===== config.mk =====
export PLATFORM = sky130hd
export DESIGN_NAME = bit_stream_serializer_flat
export DESIGN_NICKNAME = d
export VERILOG_FILES = /design/src/rtl/bit_stream_serializer_pkg.sv /design/src/rtl/bit_stream_serializer_if.sv /design/src/rtl/bit_stream_serializer_ser_hold_buf.sv /design/src/rtl/bit_stream_serializer.sv /design/src/flat_wrapper.sv
export SDC_FILE = /design/constraint.sdc
export NUM_CORES = 1
export LEC_CHECK = 0
export ABC_AREA = 1
export CORE_UTILIZATION = 30
export DETAILED_ROUTE_END_ITERATION = 6
export PLACE_DENSITY = 0.49
export SYNTH_ARGS = -nofsm -noshare
export SYNTH_HDL_FRONTEND = slang
export SYNTH_SLANG_ARGS = --single-unit

===== constraint.sdc =====
create_clock -name clk -period 3.2 [get_ports clk]
set_input_delay 0.48 -clock clk [delete_from_list [all_inputs] [get_ports clk]]
set_output_delay 0.48 -clock clk [all_outputs]
set_load 0.005 [all_outputs]

===== src/rtl/bit_stream_serializer_pkg.sv =====
// ============================================================================
// Module   : bit_stream_serializer_pkg
// Brief    : Shared types and defaults for the bit stream serializer.
// Revision : 1.0 - initial release
// ============================================================================
`default_nettype none

package bit_stream_serializer_pkg;

    localparam int c_DEFAULT_WIDTH   = 8;
    localparam int c_DEFAULT_COUNT_W = 8;
    localparam int c_DEFAULT_BCNT_W  = $clog2(c_DEFAULT_WIDTH);

    typedef enum logic [0:0] {
        IDLE  = 1'b0,
        SHIFT = 1'b1
    } state_t;

    // Bit-counter width for a given word width; never narrower than one bit.
    function automatic int bcnt_width(input int width);
        return (width > 2) ? $clog2(width) : 1;
    endfunction

endpackage

`default_nettype wire


===== src/rtl/bit_stream_serializer_if.sv =====
// ============================================================================
// Module   : bit_stream_serializer_if
// Brief    : Load handshake and serial output bundle of the serializer.
// Revision : 1.0 - initial release
// ============================================================================
`default_nettype none

interface bit_stream_serializer_if
    import bit_stream_serializer_pkg::*;
#(
    parameter int WIDTH   = c_DEFAULT_WIDTH,
    parameter int COUNT_W = c_DEFAULT_COUNT_W
);

    logic [WIDTH-1:0]   load_data;
    logic               load_valid;
    logic               load_ready;
    logic               msb_first;
    logic               shift_en;
    logic               out_bit;
    logic               out_valid;
    logic               out_last;
    logic               busy;
    logic [COUNT_W-1:0] word_count;

    modport master (
        output load_data,
        output load_valid,
        output msb_first,
        output shift_en,
        input  load_ready,
        input  out_bit,
        input  out_valid,
        input  out_last,
        input  busy,
        input  word_count
    );

    modport slave (
        input  load_data,
        input  load_valid,
        input  msb_first,
        input  shift_en,
        output load_ready,
        output out_bit,
        output out_valid,
        output out_last,
        output busy,
        output word_count
    );

endinterface

`default_nettype wire


===== src/rtl/bit_stream_serializer_ser_hold_buf.sv =====
// ============================================================================
// Module   : ser_hold_buf
// Brief    : One-word holding buffer (data, bit-order flag, full flag).
// Revision : 1.0 - initial release
// ============================================================================
`default_nettype none

module ser_hold_buf
    import bit_stream_serializer_pkg::*;
#(
    parameter int WIDTH = c_DEFAULT_WIDTH
) (
    input  wire logic             clk,
    input  wire logic             reset,
    input  wire logic             i_load,
    input  wire logic [WIDTH-1:0] i_data,
    input  wire logic             i_msb,
    input  wire logic             i_pop,
    output logic      [WIDTH-1:0] o_data,
    output logic                  o_msb,
    output logic                  o_full
);

    logic [WIDTH-1:0] r_data;
    logic             r_msb;
    logic             r_full;

    // Load only ever happens while empty and pop only while full, so the
    // two controls never collide.
    always_ff @(posedge clk or negedge reset) begin
        if (!reset) begin
            r_data <= '0;
            r_msb  <= 1'b0;
            r_full <= 1'b0;
        end else if (i_load) begin
            r_data <= i_data;
            r_msb  <= i_msb;
            r_full <= 1'b1;
        end else if (i_pop) begin
            r_full <= 1'b0;
        end
    end

    assign o_data = r_data;
    assign o_msb  = r_msb;
    assign o_full = r_full;

endmodule

`default_nettype wire


===== src/rtl/bit_stream_serializer.sv =====
// ============================================================================
// Module   : bit_stream_serializer
// Brief    : Parallel-to-serial converter with gapless one-word look-ahead.
// Revision : 1.0 - initial release
// ============================================================================
`default_nettype none

module bit_stream_serializer
    import bit_stream_serializer_pkg::*;
#(
    parameter int WIDTH   = c_DEFAULT_WIDTH,
    parameter int COUNT_W = c_DEFAULT_COUNT_W
) (
    input  wire logic               clk,
    input  wire logic               reset,
    bit_stream_serializer_if.slave  bus
);

    localparam int               BCNT_W     = bcnt_width(WIDTH);
    localparam logic [BCNT_W-1:0] c_LAST_BIT = BCNT_W'(WIDTH - 1);

    state_t             r_state;
    state_t             w_state_next;
    logic [WIDTH-1:0]   r_sr;
    logic               r_sr_msb;
    logic [BCNT_W-1:0]  r_bcnt;
    logic [COUNT_W-1:0] r_word_count;

    logic [WIDTH-1:0]   w_hb_data;
    logic               w_hb_msb;
    logic               w_hb_full;

    logic               w_load_ready;
    logic               w_accept;
    logic               w_shifting;
    logic               w_on_last;
    logic               w_word_done;
    logic               w_load_direct;
    logic               w_hb_load;
    logic               w_hb_pop;

    logic               w_out_valid;
    logic               w_out_bit;
    logic               w_out_last;
    logic               w_busy;

    assign w_load_ready  = !w_hb_full;
    assign w_accept      = bus.load_valid && w_load_ready;
    assign w_shifting    = (r_state == SHIFT) && bus.shift_en;
    assign w_on_last     = (r_bcnt == c_LAST_BIT);
    assign w_word_done   = w_shifting && w_on_last;
    assign w_hb_pop      = w_word_done && w_hb_full;
    // A new word bypasses the buffer when the shift register is free now
    // or is being vacated at this edge with nothing already waiting.
    assign w_load_direct = w_accept && ((r_state == IDLE) || w_word_done);
    assign w_hb_load     = w_accept && !w_load_direct;

    ser_hold_buf #(
        .WIDTH (WIDTH)
    ) u_hold_buf (
        .clk    (clk),
        .reset  (reset),
        .i_load (w_hb_load),
        .i_data (bus.load_data),
        .i_msb  (bus.msb_first),
        .i_pop  (w_hb_pop),
        .o_data (w_hb_data),
        .o_msb  (w_hb_msb),
        .o_full (w_hb_full)
    );

    always_ff @(posedge clk or negedge reset) begin
        if (!reset) begin
            r_state <= IDLE;
        end else begin
            r_state <= w_state_next;
        end
    end

    always_comb begin
        w_state_next = r_state;
        case (r_state)
            IDLE: begin
                if (w_accept) begin
                    w_state_next = SHIFT;
                end
            end
            SHIFT: begin
                if (w_word_done && !w_hb_full && !w_accept) begin
                    w_state_next = IDLE;
                end
            end
            default: begin
                w_state_next = IDLE;
            end
        endcase
    end

    // Serial output is forced low whenever no word is being presented.
    always_comb begin
        w_out_valid = (r_state == SHIFT);
        w_out_bit   = 1'b0;
        if (w_out_valid) begin
            w_out_bit = r_sr_msb ? r_sr[WIDTH-1] : r_sr[0];
        end
        w_out_last  = w_out_valid && w_on_last;
        w_busy      = w_out_valid || w_hb_full;
    end

    always_ff @(posedge clk or negedge reset) begin
        if (!reset) begin
            r_sr     <= '0;
            r_sr_msb <= 1'b0;
            r_bcnt   <= '0;
        end else if (w_load_direct) begin
            r_sr     <= bus.load_data;
            r_sr_msb <= bus.msb_first;
            r_bcnt   <= '0;
        end else if (w_hb_pop) begin
            r_sr     <= w_hb_data;
            r_sr_msb <= w_hb_msb;
            r_bcnt   <= '0;
        end else if (w_shifting && !w_on_last) begin
            if (r_sr_msb) begin
                r_sr <= {r_sr[WIDTH-2:0], 1'b0};
            end else begin
                r_sr <= {1'b0, r_sr[WIDTH-1:1]};
            end
            r_bcnt <= r_bcnt + BCNT_W'(1);
        end
    end

    always_ff @(posedge clk or negedge reset) begin
        if (!reset) begin
            r_word_count <= '0;
        end else if (w_word_done) begin
            r_word_count <= r_word_count + COUNT_W'(1);
        end
    end

    assign bus.load_ready = w_load_ready;
    assign bus.out_valid  = w_out_valid;
    assign bus.out_bit    = w_out_bit;
    assign bus.out_last   = w_out_last;
    assign bus.busy       = w_busy;
    assign bus.word_count = r_word_count;

endmodule

`default_nettype wire


===== src/flat_wrapper.sv =====
// flat-port wrapper written by rule: the top's interface ports become plain ports
module bit_stream_serializer_flat import bit_stream_serializer_pkg::*;
#(
    parameter int WIDTH   = c_DEFAULT_WIDTH,
    parameter int COUNT_W = c_DEFAULT_COUNT_W
)
  (clk, reset, bus_load_data, bus_load_valid, bus_msb_first, bus_shift_en, bus_load_ready, bus_out_bit, bus_out_valid, bus_out_last, bus_busy, bus_word_count);
  bit_stream_serializer_if #(.WIDTH(WIDTH), .COUNT_W(COUNT_W)) bus_i ();
  input  wire logic clk;
  input  wire logic reset;
  input wire logic [$bits(bus_i.load_data)-1:0] bus_load_data;
  input wire logic [$bits(bus_i.load_valid)-1:0] bus_load_valid;
  input wire logic [$bits(bus_i.msb_first)-1:0] bus_msb_first;
  input wire logic [$bits(bus_i.shift_en)-1:0] bus_shift_en;
  output wire logic [$bits(bus_i.load_ready)-1:0] bus_load_ready;
  output wire logic [$bits(bus_i.out_bit)-1:0] bus_out_bit;
  output wire logic [$bits(bus_i.out_valid)-1:0] bus_out_valid;
  output wire logic [$bits(bus_i.out_last)-1:0] bus_out_last;
  output wire logic [$bits(bus_i.busy)-1:0] bus_busy;
  output wire logic [$bits(bus_i.word_count)-1:0] bus_word_count;
  assign bus_i.load_data = bus_load_data;
  assign bus_i.load_valid = bus_load_valid;
  assign bus_i.msb_first = bus_msb_first;
  assign bus_i.shift_en = bus_shift_en;
  assign bus_load_ready = bus_i.load_ready;
  assign bus_out_bit = bus_i.out_bit;
  assign bus_out_valid = bus_i.out_valid;
  assign bus_out_last = bus_i.out_last;
  assign bus_busy = bus_i.busy;
  assign bus_word_count = bus_i.word_count;
  bit_stream_serializer #(.WIDTH(WIDTH), .COUNT_W(COUNT_W)) u_core (.clk(clk), .reset(reset), .bus(bus_i));
endmodule

==> qor.csv <==
metric,value,unit
Peak VDD IR,0.224,mV
warnings from Yosys,0,
die area,6170,um^2
final worst-path cycle share,0.702,
RSZ-0062 raised after global routing,no,
ant diodes,0,
Syn Area/Cell,7.48,um^2
Slew HR,0.676,
io pins,26,
die span in y,78.5,um
clock sinks,31,
Max Clock Skew,0.00611,ns
Max-Cap Viols,0,
crit path launch type,flop,
final setup violation count,0,
number of enable flip-flop cells after synthesis,0,
post-layout instance area,2140,um^2
Critical Path RT,2.72,ns
DR WL/cell,11.6,um
Main synth FF type,dfrtp_1,
"critical path fanouts, max",8,
CTS Buf Count,5,
gr usage total,0.140,
drt pass-1 iters,4,
HPWL after detailed placement,2730,um
Crit path arrival time,1.77,ns
clock share of power,0.231,
Synth Instances,235,
Max clock buf depth,2,
number of global-route vias before repair,1362,
initial DRC count,88,
Root Driver,clkbuf_8,
critical path type,flop to primary output,
CTS tree,built,
combinational family with the most area after synthesis,simple AND/OR/NAND/NOR gates,
largest net degree at the start of global routing,32,
layout cell share with drive strength beyond 1,0.0725,
Port-buffer cells,25,
DRC,0,
Cell variety after synth,25,
initial antenna violation count,0,
Via density,4.38,
first-pass GRT wire length,6670,um
share of total power in sequential cells,0.441,
Pwr Density,693,nW/um^2
HP Start,u_core.r_sr[7]$_DFFE_PN0P_,
GP Congestion,0.772,
DP Area,2040,um^2
Async SR Flop Fraction,1.00,
# rows,27,
final wirelength,3870,um
Sw Pwr,0.527,mW
xor and xnor area share after synthesis,0.0199,
Compound-Gate Fraction of Synth Area,0.0726,
status,"finished, final reports clean",
post-synthesis mux area share,0,
Highest Clock Rate,445,MHz
setup repair bufs after CTS,0,
final net count,277,
flop2flop setup slack,1.24,ns
Synth Cell Area,1760,um^2
grt total ovfl,0,
Core Footprint,5570,um^2
sw frac,0.356,
"FF+latch count, synth",31,
min-delay worst type,flop to flop,
Worst-Margin Slew,0.487,ns
reg2reg end,u_core.r_bcnt[2]$_DFFE_PN0P_,
count of final hold-check violations,0,
vias after detailed routing,1463,
Initial Util,0.315,
internal power,0.955,mW
Die Width,78.5,um
Setup TNS,0,ns
P_leak,1.11,nW
Comb pwr share,0.329,
"Clk pin slew, worst setup/hold paths",0.06,ns
FF-to-FF Start,u_core.r_bcnt[0]$_DFFE_PN0P_,
hold_buf cts,0,
area delta synth->final,21.8,%
Mapped Nets,251,
Hold Crit Depth,2,
sequential area share after synthesis,0.442,
post_cts resized,0,
Final Critical Period,2.25,ns
R2R depth,8,
WHS,0.484,ns
CP Capture Type,primary output,
Final Max Tran Viols,0,
Worst-Skew Late Latency,0.28,ns
antenna violation net count after detailed routing,0,
Hold EP,u_core.r_sr[7]$_DFFE_PN0P_,
post-synthesis adder-cell area fraction,0.0214,
simple-gate area share of the yosys netlist,0.328,
CTS HTree Levels,2,
==> synth_stat cells, drive strengths merged, types with 3 or more instances <==
cell	n	area, um^2
buf	6	61.3
a21oi	3	15.0
clkinv	8	30.0
dfrtp	31	776
ha	3	37.5
nand3	26	155
nor2	8	32.5
nand2	93	377
inv	29	109
o21ai	18	90.1
==> worst max-delay path, stage by stage (launching register included) <==
cell,delay [ns]
dfrtp_1,0.64
o21ai_0,0.16
a21oi_1,0.16
clkdlybuf4s50_1,0.52
==> flip-flops by register name, indices dropped and copies added (netlist names) <==
signal	flops
u_core.u_hold_buf.o_msb	1
u_core.r_sr	8
u_core.bus.word_count	8
u_core.r_sr_msb	1
u_core.r_bcnt	3
u_core.u_hold_buf.o_data	8
u_core.bus.out_valid	1
u_core.u_hold_buf.o_full	1
==> kinds of logic (layout without fill, tap and decap cells) <==
family | after synthesis | after routing
simple gates | 129 | 129
buf+inv | 44 | 71
flops | 31 | 31
compound gates | 24 | 24
xor+xnor | 4 | 4
fa+ha+maj | 3 | 3
==> per-layer routing <==
metal  vias to the layer above  global-route usage  routed length [um]
met5                         -                   0                   0
met4                         0              0.0500                  57
met3                         5              0.0326                 147
met2                        24               0.188                1530
met1                       656               0.214                2130
li1                        778                   -                   -
==> power by group through the flow <==
stage	logic (mW)	clock network (mW)	registers, mW
after floorplan	0.357	0	0.614
after global placement	0.496	0	0.660
after detailed placement	0.494	0	0.659
after CTS	0.494	0.358	0.653
after global routing	0.569	0.370	0.674
final	0.487	0.342	0.653
==> cell usage in the layout, fill, tap and decap left out, types with 2 or more instances in the layout <==
cell type,synthesis,final
nand2_2,2,2
nand2_1,88,88
nand2_4,3,3
o21ai_1,7,7
clkdlybuf4s50_1,0,25
inv_2,3,3
o211ai_1,2,2
clkinv_1,8,8
nand4_1,2,2
xnor2_1,2,2
dfrtp_1,31,31
ha_1,3,3
xor2_1,2,2
a21oi_1,3,3
inv_1,26,26
o21ai_0,11,11
nand3_4,2,2
nand3_1,24,24
nor2_1,7,7
clkbuf_8,0,7
==> layout make-up <==
| type | count | area, um^2 |
|---|---|---|
| Clock buffer | 8 | 100 |
| Fill cell | 609 | 3430 |
| Inverter | 37 | 139 |
| Multi-Input combinational cell | 160 | 777 |
| Sequential cell | 31 | 776 |
| Tap cell | 72 | 90.1 |
| Timing Repair Buffer | 26 | 258 |
==> through the flow <==
stage	power (mW)	setup slack, ns	instances	util
4_1_cts	1.50	0.921	334	0.384
3_3_place_gp	1.16	1.08	326	0.366
3_5_place_dp	1.15	1.07	326	0.366
5_1_grt	1.61	0.813	334	0.384
6_report	1.48	0.954	334	0.384
2_1_floorplan	0.971	1.61	235	-
==> worst max-delay path by stage <==
stage	from	endpoint	cells after the start
4_1_cts	u_core.bus.out_valid$_DFF_PN0_	bus_out_bit	3
3_3_place_gp	bus_shift_en	u_core.r_bcnt[2]$_DFFE_PN0P_	8
3_5_place_dp	bus_shift_en	u_core.r_bcnt[2]$_DFFE_PN0P_	8
6_report	u_core.bus.out_valid$_DFF_PN0_	bus_out_bit	3
5_1_grt	u_core.bus.out_valid$_DFF_PN0_	bus_out_bit	3
2_1_floorplan	u_core.r_bcnt[0]$_DFFE_PN0P_	u_core.r_sr[0]$_DFFE_PN0P_	11
No activity file was read; power rests on OpenSTA's default activity.
